`src/rtl/operand_stage_pkg.sv`:
```
// Shared opcode, funct, operand-select and state definitions
// for the ID-stage operand generator.
package operand_stage_pkg;

    localparam logic [5:0] OP_SPECIAL = 6'h00;
    localparam logic [5:0] OP_JAL     = 6'h03;
    localparam logic [5:0] OP_ADDIU   = 6'h09;
    localparam logic [5:0] OP_SLTI    = 6'h0a;
    localparam logic [5:0] OP_SLTIU   = 6'h0b;
    localparam logic [5:0] OP_ANDI    = 6'h0c;
    localparam logic [5:0] OP_ORI     = 6'h0d;
    localparam logic [5:0] OP_LUI     = 6'h0f;
    localparam logic [5:0] OP_LB      = 6'h20;
    localparam logic [5:0] OP_LH      = 6'h21;
    localparam logic [5:0] OP_LW      = 6'h23;
    localparam logic [5:0] OP_LBU     = 6'h24;
    localparam logic [5:0] OP_SB      = 6'h28;
    localparam logic [5:0] OP_SH      = 6'h29;
    localparam logic [5:0] OP_SW      = 6'h2b;

    localparam logic [5:0] FN_SLL  = 6'h00;
    localparam logic [5:0] FN_SRL  = 6'h02;
    localparam logic [5:0] FN_SRA  = 6'h03;
    localparam logic [5:0] FN_JALR = 6'h09;
    localparam logic [5:0] FN_ADDU = 6'h21;
    localparam logic [5:0] FN_SLT  = 6'h2a;

    typedef enum logic [1:0] {
        SEL1_REG,
        SEL1_LINK,
        SEL1_SHAMT,
        SEL1_ZERO
    } sel1_t;

    typedef enum logic [2:0] {
        SEL2_REG,
        SEL2_SEXT,
        SEL2_ZEXT,
        SEL2_HI,
        SEL2_ZERO
    } sel2_t;

    localparam logic [1:0] S_EMPTY     = 2'd0;
    localparam logic [1:0] S_FULL      = 2'd1;
    localparam logic [1:0] S_INTERLOCK = 2'd2;

endpackage

```
`src/rtl/operand_stage_fwd_resolve.sv`:
```
// Priority forwarding match for one register source.
// Port 0 is the youngest writer and wins over higher ports.
module fwd_resolve
    import operand_stage_pkg::*;
#(
    parameter int DATA_W = 32,
    parameter int REG_AW = 5,
    parameter int FWD_N  = 2
) (
    input  logic [REG_AW-1:0]       idx,
    input  logic [DATA_W-1:0]       reg_data,
    input  logic [FWD_N-1:0]        fwd_valid,
    input  logic [FWD_N-1:0]        fwd_pending,
    input  logic [FWD_N*REG_AW-1:0] fwd_addr,
    input  logic [FWD_N*DATA_W-1:0] fwd_data,
    output logic [DATA_W-1:0]       value,
    output logic                    hazard
);

    // Scan from the oldest port down so the youngest match is last to write
    always_comb begin
        value  = reg_data;
        hazard = 1'b0;
        for (int i = FWD_N - 1; i >= 0; i--) begin
            if (fwd_valid[i] &&
                fwd_addr[i*REG_AW +: REG_AW] == idx) begin
                value  = fwd_data[i*DATA_W +: DATA_W];
                hazard = fwd_pending[i];
            end
        end
        if (idx == '0) begin
            value  = '0;
            hazard = 1'b0;
        end
    end

endmodule

```
`src/rtl/operand_stage.sv`:
```
// ID-stage operand generator: decode, forwarding, load-use
// interlock and a valid/ready output register towards EX.
module operand_stage
    import operand_stage_pkg::*;
#(
    parameter int DATA_W   = 32,
    parameter int ADDR_W   = 32,
    parameter int REG_AW   = 5,
    parameter int FWD_N    = 2,
    parameter int LINK_OFS = 8,
    parameter int CNT_W    = 8
) (
    input  logic                    clk,
    input  logic                    rst,
    input  logic                    flush,
    input  logic                    in_valid,
    output logic                    in_ready,
    input  logic [ADDR_W-1:0]       addr,
    input  logic [5:0]              op,
    input  logic [5:0]              funct,
    input  logic [4:0]              shamt,
    input  logic [15:0]             imm,
    input  logic [REG_AW-1:0]       rs_addr,
    input  logic [REG_AW-1:0]       rt_addr,
    input  logic [DATA_W-1:0]       reg_data_1,
    input  logic [DATA_W-1:0]       reg_data_2,
    input  logic [FWD_N-1:0]        fwd_valid,
    input  logic [FWD_N-1:0]        fwd_pending,
    input  logic [FWD_N*REG_AW-1:0] fwd_addr,
    input  logic [FWD_N*DATA_W-1:0] fwd_data,
    output logic                    out_valid,
    input  logic                    out_ready,
    output logic [DATA_W-1:0]       operand_1,
    output logic [DATA_W-1:0]       operand_2,
    output logic                    load_use_stall,
    output logic [CNT_W-1:0]        stall_cycles
);

    sel1_t             sel1;
    sel2_t             sel2;
    logic [DATA_W-1:0] rs_val;
    logic [DATA_W-1:0] rt_val;
    logic              rs_hz;
    logic              rt_hz;
    logic [ADDR_W-1:0] link_a;
    logic [DATA_W-1:0] op1_d;
    logic [DATA_W-1:0] op2_d;
    logic              hazard;
    logic              accept;
    logic [1:0]        state_q;
    logic [1:0]        state_d;

    fwd_resolve #(
        .DATA_W (DATA_W),
        .REG_AW (REG_AW),
        .FWD_N  (FWD_N)
    ) u_rs (
        .idx         (rs_addr),
        .reg_data    (reg_data_1),
        .fwd_valid   (fwd_valid),
        .fwd_pending (fwd_pending),
        .fwd_addr    (fwd_addr),
        .fwd_data    (fwd_data),
        .value       (rs_val),
        .hazard      (rs_hz)
    );

    fwd_resolve #(
        .DATA_W (DATA_W),
        .REG_AW (REG_AW),
        .FWD_N  (FWD_N)
    ) u_rt (
        .idx         (rt_addr),
        .reg_data    (reg_data_2),
        .fwd_valid   (fwd_valid),
        .fwd_pending (fwd_pending),
        .fwd_addr    (fwd_addr),
        .fwd_data    (fwd_data),
        .value       (rt_val),
        .hazard      (rt_hz)
    );

    // Map opcode/funct to operand sources
    always_comb begin
        sel1 = SEL1_ZERO;
        sel2 = SEL2_ZERO;
        unique case (op)
            OP_SPECIAL: begin
                sel2 = SEL2_REG;
                unique case (funct)
                    FN_SLL, FN_SRL, FN_SRA: sel1 = SEL1_SHAMT;
                    FN_JALR:                sel1 = SEL1_LINK;
                    default:                sel1 = SEL1_REG;
                endcase
            end
            OP_JAL: sel1 = SEL1_LINK;
            OP_ADDIU, OP_SLTI, OP_SLTIU,
            OP_LB, OP_LBU, OP_LH, OP_LW,
            OP_SB, OP_SH, OP_SW: begin
                sel1 = SEL1_REG;
                sel2 = SEL2_SEXT;
            end
            OP_ANDI, OP_ORI: begin
                sel1 = SEL1_REG;
                sel2 = SEL2_ZEXT;
            end
            OP_LUI: begin
                sel1 = SEL1_REG;
                sel2 = SEL2_HI;
            end
            default: ;
        endcase
    end

    assign link_a = addr + ADDR_W'(LINK_OFS);

    // Build the next operand values from the selects
    always_comb begin
        unique case (sel1)
            SEL1_REG:   op1_d = rs_val;
            SEL1_LINK:  op1_d = DATA_W'(link_a);
            SEL1_SHAMT: op1_d = DATA_W'(shamt);
            default:    op1_d = '0;
        endcase
        unique case (sel2)
            SEL2_REG:  op2_d = rt_val;
            SEL2_SEXT: op2_d = DATA_W'($signed(imm));
            SEL2_ZEXT: op2_d = DATA_W'(imm);
            SEL2_HI:   op2_d = DATA_W'(imm) << (DATA_W - 16);
            default:   op2_d = '0;
        endcase
    end

    assign hazard = in_valid &
                    (((sel1 == SEL1_REG) & rs_hz) |
                     ((sel2 == SEL2_REG) & rt_hz));

    assign in_ready = rst & ~hazard & ~flush &
                      (~out_valid | out_ready);
    assign load_use_stall = rst & hazard & ~flush;
    assign accept = in_valid & in_ready;

    // Next-state selection; flush overrides everything
    always_comb begin
        state_d = state_q;
        if (flush) begin
            state_d = S_EMPTY;
        end else begin
            unique case (state_q)
                S_EMPTY: begin
                    if (accept)      state_d = S_FULL;
                    else if (hazard) state_d = S_INTERLOCK;
                end
                S_FULL: begin
                    if (accept)         state_d = S_FULL;
                    else if (out_ready) state_d = hazard ? S_INTERLOCK
                                                         : S_EMPTY;
                end
                S_INTERLOCK: begin
                    if (accept)         state_d = S_FULL;
                    else if (!hazard && !in_valid)
                                        state_d = S_EMPTY;
                end
                default: state_d = S_EMPTY;
            endcase
        end
    end

    // State, output register and operand capture
    always_ff @(posedge clk or negedge rst) begin
        if (!rst) begin
            state_q   <= S_EMPTY;
            out_valid <= 1'b0;
            operand_1 <= '0;
            operand_2 <= '0;
        end else begin
            state_q <= state_d;
            if (flush)          out_valid <= 1'b0;
            else if (accept)    out_valid <= 1'b1;
            else if (out_ready) out_valid <= 1'b0;
            if (accept) begin
                operand_1 <= op1_d;
                operand_2 <= op2_d;
            end
        end
    end

    // Saturating count of consecutive interlock cycles
    always_ff @(posedge clk or negedge rst) begin
        if (!rst) begin
            stall_cycles <= '0;
        end else if (!load_use_stall) begin
            stall_cycles <= '0;
        end else if (!(&stall_cycles)) begin
            stall_cycles <= stall_cycles + CNT_W'(1);
        end
    end

endmodule
```
`config.mk`:
```
export PLATFORM = sky130hd
export DESIGN_NAME = operand_stage
export DESIGN_NICKNAME = d
export VERILOG_FILES = /design/src/rtl/operand_stage_pkg.sv /design/src/rtl/operand_stage_fwd_resolve.sv /design/src/rtl/operand_stage.sv
export SDC_FILE = /design/constraint.sdc
export NUM_CORES = 1
export LEC_CHECK = 0
export CORE_UTILIZATION = 36
export CTS_CLUSTER_SIZE = 30
export DETAILED_ROUTE_END_ITERATION = 16
export PLACE_DENSITY = 0.77
export SLEW_MARGIN = 30
export SYNTH_ARGS = -nofsm -noshare
export SYNTH_HDL_FRONTEND = slang
export SYNTH_SLANG_ARGS = --single-unit
export TNS_END_PERCENT = 1
```
`constraint.sdc`:
```
create_clock -name clk -period 1.85 [get_ports clk]
set_input_delay 0.185 -clock clk [delete_from_list [all_inputs] [get_ports clk]]
set_output_delay 0.185 -clock clk [all_outputs]
set_load 0.02 [all_outputs]
```
==> results of run 1 <==
[registers in the layout (all words and copies together) (netlist names)]
name          flops
operand_2        32
stall_cycles      8
operand_1        32
out_valid         1
[layer usage]
layer,global-route usage [%],wire (um),share of wire (%)
met5,0,0,0
met4,10.7,754,2.9
met3,5.70,2070,7.9
met2,52.2,12500,47
met1,41.0,11000,42
[layout by cell type, fill, tap and decap left out, types with 7 or more instances in the layout]
master / netlist / layout
xor2_1: 33 / 31
buf_2: 9 / 8
a211o_1: 15 / 15
clkbuf_16: 0 / 9
clkdlybuf4s50_1: 0 / 265
a311o_1: 27 / 27
mux2i_1: 24 / 22
buf_6: 5 / 16
a31oi_1: 32 / 32
a21oi_1: 18 / 17
buf_4: 0 / 95
buf_12: 0 / 12
dfrtp_1: 73 / 73
xnor2_1: 18 / 17
o21ai_0: 68 / 67
nand4_1: 10 / 10
and3_1: 9 / 9
inv_1: 31 / 31
mux2_1: 28 / 13
dlygate4sd2_1: 0 / 7
nand3_1: 22 / 19
mux2_4: 0 / 24
nand2_1: 144 / 143
nor2_1: 55 / 52
[worst max-delay path by stage]
| stage | from | end | slack (ns) |
|---|---|---|---|
| global placement | fwd_addr[0] | in_ready | -1.12 |
| finish | funct[2] | in_ready | -0.37 |
| detailed placement | op[5] | in_ready | -1.14 |
| floorplan | rt_addr[1] | operand_1[23] | -0.32 |
| global route | rt_addr[2] | operand_2[4] | -0.40 |
| CTS | rt_addr[3] | operand_2[4] | -0.37 |
[cell usage after synthesis, types with 2 or more instances]
library cell and number:
nand2_1 144, dfrtp_1 73, o21ai_0 68, nor2_1 55, clkbuf_1 39, xor2_1 33, a31oi_1 32, inv_1 31
mux2_1 28, a311o_1 27, mux2i_1 24, nand3_1 22, a21oi_1 18, xnor2_1 18, a211o_1 15, mux2_2 15
nand4_1 10, and3_1 9, buf_2 9, nor3_1 8, a311oi_1 5, buf_6 5, a211oi_1 4, a221oi_1 4
and4_1 4, nor4_1 4, ha_1 2, nand2b_1 2, nor2b_1 2, or2_2 2, or4_1 2
[cell type report]
cell class	count	area, um^2	share of cell area [%]
timing repair buffer	414	3970	38.4
multi-input combinational	570	3870	37.5
sequential	73	1830	17.7
tap	216	270	2.61
clock buffer	10	229	2.21
inverter	32	120	1.16
clock inverter	6	43.8	0.424
[per-stage QoR]
| step | utilization [%] | setup slack, ns |
|---|---|---|
| 2_1_floorplan | - | -0.323 |
| 3_3_place_gp | 61.6 | -1.12 |
| 3_5_place_dp | 61.6 | -1.14 |
| 4_1_cts | 64.8 | -0.373 |
| 5_1_grt | 65.3 | -0.404 |
| 6_report | 65.3 | -0.366 |
[power by group through the flow]
stage	clock, mW	combinational [mW]	sequential, mW
after floorplan	0	0.468	2.10
after detailed placement	0	1.93	1.90
after global routing	1.72	2.15	1.90
after global placement	0	1.90	1.89
final	1.63	2.04	1.88
after CTS	1.65	1.99	1.87
[worst register-to-register path: stages, from the launching register on]
cell	delay, ns
dfrtp_1	0.38
nor2b_1	0.44
nor3_4	0.08
buf_6	0.15
buf_12	0.12
buf_12	0.13
buf_12	0.14
mux2i_4	0.19
[logic make-up (layout without fill, tap and decap cells)]
logic type / count (synthesis) / count (layout) / synth area share (%)
compound gates: 182 / 182 / 21.1
mux: 67 / 67 / 12.5
xor+xnor: 51 / 51 / 7.70
fa+ha+maj: 2 / 2 / 0.432
simple gates: 268 / 268 / 20.1
buf+inv: 86 / 462 / 6.60
flops: 73 / 73 / 31.5
[repair_timing]
| action | CTS | global route |
|---|---|---|
| gates cloned | 0 | 0 |
| hold buffers | 1 | 0 |
| pin swaps | 23 | 15 |
| hold endpoints to repair | 23 | 0 |
| resized for setup | 130 | 36 |
| setup buffers | 8 | 1 |
| setup endpoints to repair | 75 | 75 |
==> run summary, run 1 <==
Mapped Cells = 729
Total power draw = 5.55 mW
VDD IR max = 0.411 mV
First-pass GRT wire length = 39000 um
I/O pin total = 297
Data arrival time of the worst path = 2.03 ns
Delay-heaviest family, CP = buffers and inverters
RR Endpoint = operand_2[4]
Gate power share = 36.8%
Maxcap violations = 0
Cell count of the worst reg-to-reg path = 7
Hold slack = 0.461 ns
Outcome = finished with violations
Post-synth EDFFs = 0
Cell breakdown of the critical path = clkdlybuf4s50_1 > nor3_1 > nand3_2 > o221ai_4 > o211ai_4 > buf_4 > a2111oi_4 > buf_4
Synth top area cells = dfrtp_1 32%, nand2_1 9.3%, o21ai_0 5.9%
Post-synthesis async set-or-reset flop share = 100%
R2R setup slack = 0.09 ns
Vias in the first global route = 6982
Seq cells post-synth = 73
Min-delay worst type = in2async
Core area = 15800 um^2
Cell taking the most area after synthesis = dfrtp_1
# diodes = 0
Clk buf depth = 2
Drt pass-1 iters = 5
Unrepaired setup endpoints after global routing = yes
Mapped Area = 5800 um^2
NetSw = 1.73 mW
Initial antenna violation count = 0
Required time of the critical path = 1.66 ns
Period utilisation layout = 120%
CP startpoint kind = primary input
Clock skew = 0.00421 ns
Die width = 129 um
Cell leakage power = 4.41 nW
DR WL/cell = 19.9 um
Worst slew margin = 53.5%
H-tree levels = 3
F_max = 0.451 GHz
Setup_tns = -15.80 ns
Die H = 129 um
Syn Area/Cell = 7.95 um^2
Initial core utilization = 36.6%
Worst Path Max Fanout = 2
Failing checks = setup timing
Die area = 16600 um^2
CP max stage delay = 0.41 ns
DR vias/cell = 5.45
Post-route setup slack = -0.366 ns
CP dominant cell by count = buf_4
DRT iter0 DRCs = 588
Final setup viols = 68
Total track usage = 31.4%
Layout cell share with drive strength beyond 1 = 19.6%
Power share of the clock group = 29.3%
Clk sinks = 73
Crit path depth = 8
Sequential share of power = 33.9%
Routability Congestion = 0.962
CTS tree = done
Synth top area share = 31.5%
Port Buffer Count = 296
Yosys warning count = 0
Critical path class = in2out
Buf/Inv on CP = 3
Largest net degree at the start of global routing = 65
Placed inst area = 9760 um^2
Final ANT Viol Nets = 0
Worst R2R Start = out_valid
TritonCTS buffer count = 9
Slew of the pin with the lowest slew margin = 0.698 ns
Seq/Total Area, Yosys = 31.5%
Final Critical Period = 2.22 ns
Internal power = 3.81 mW
Clock-pin slew on the worst setup and hold paths = 0.06 ns
# placed instances = 1296
# DRC = 0
Final instance area = 10300 um^2
Synth cell types = 46
Worst-Skew Late Latency = 0.34 ns
Area grow syn2layout = 78.3%
Total congestion overflow = 0
Post-route insts no fill = 1321
Root buffer cell = clkbuf_16
Final HPWL DP = 20300 um
Final nets = 1324
Fin. Hold Viols = 0
WL final = 26300 um
CP max-delay cell = clkdlybuf4s50_1
Cell area power density = 537 nW/um^2
Total number of vias = 7201
Syn_nets = 953
CP Capture Type = primary output
Fin. max-slew vios = 0
FP Rows = 46
Sw frac = 31.3%
# fillers = 1307
Most common flop cell mapped by yosys = dfrtp_1
Power figures use the tool's default switching activity.
==> run 2: changes to the inputs <==
--- a/config.mk
+++ b/config.mk
@@ -6,7 +6,7 @@
 export NUM_CORES = 1
 export LEC_CHECK = 0
 export CORE_UTILIZATION = 36
-export CTS_CLUSTER_SIZE = 30
+export CTS_CLUSTER_SIZE = 28
 export DETAILED_ROUTE_END_ITERATION = 16
 export PLACE_DENSITY = 0.77
 export SLEW_MARGIN = 30
==> results of run 2 <==
Same layout as run 1: the final DEF is identical, and so are final timing and power.
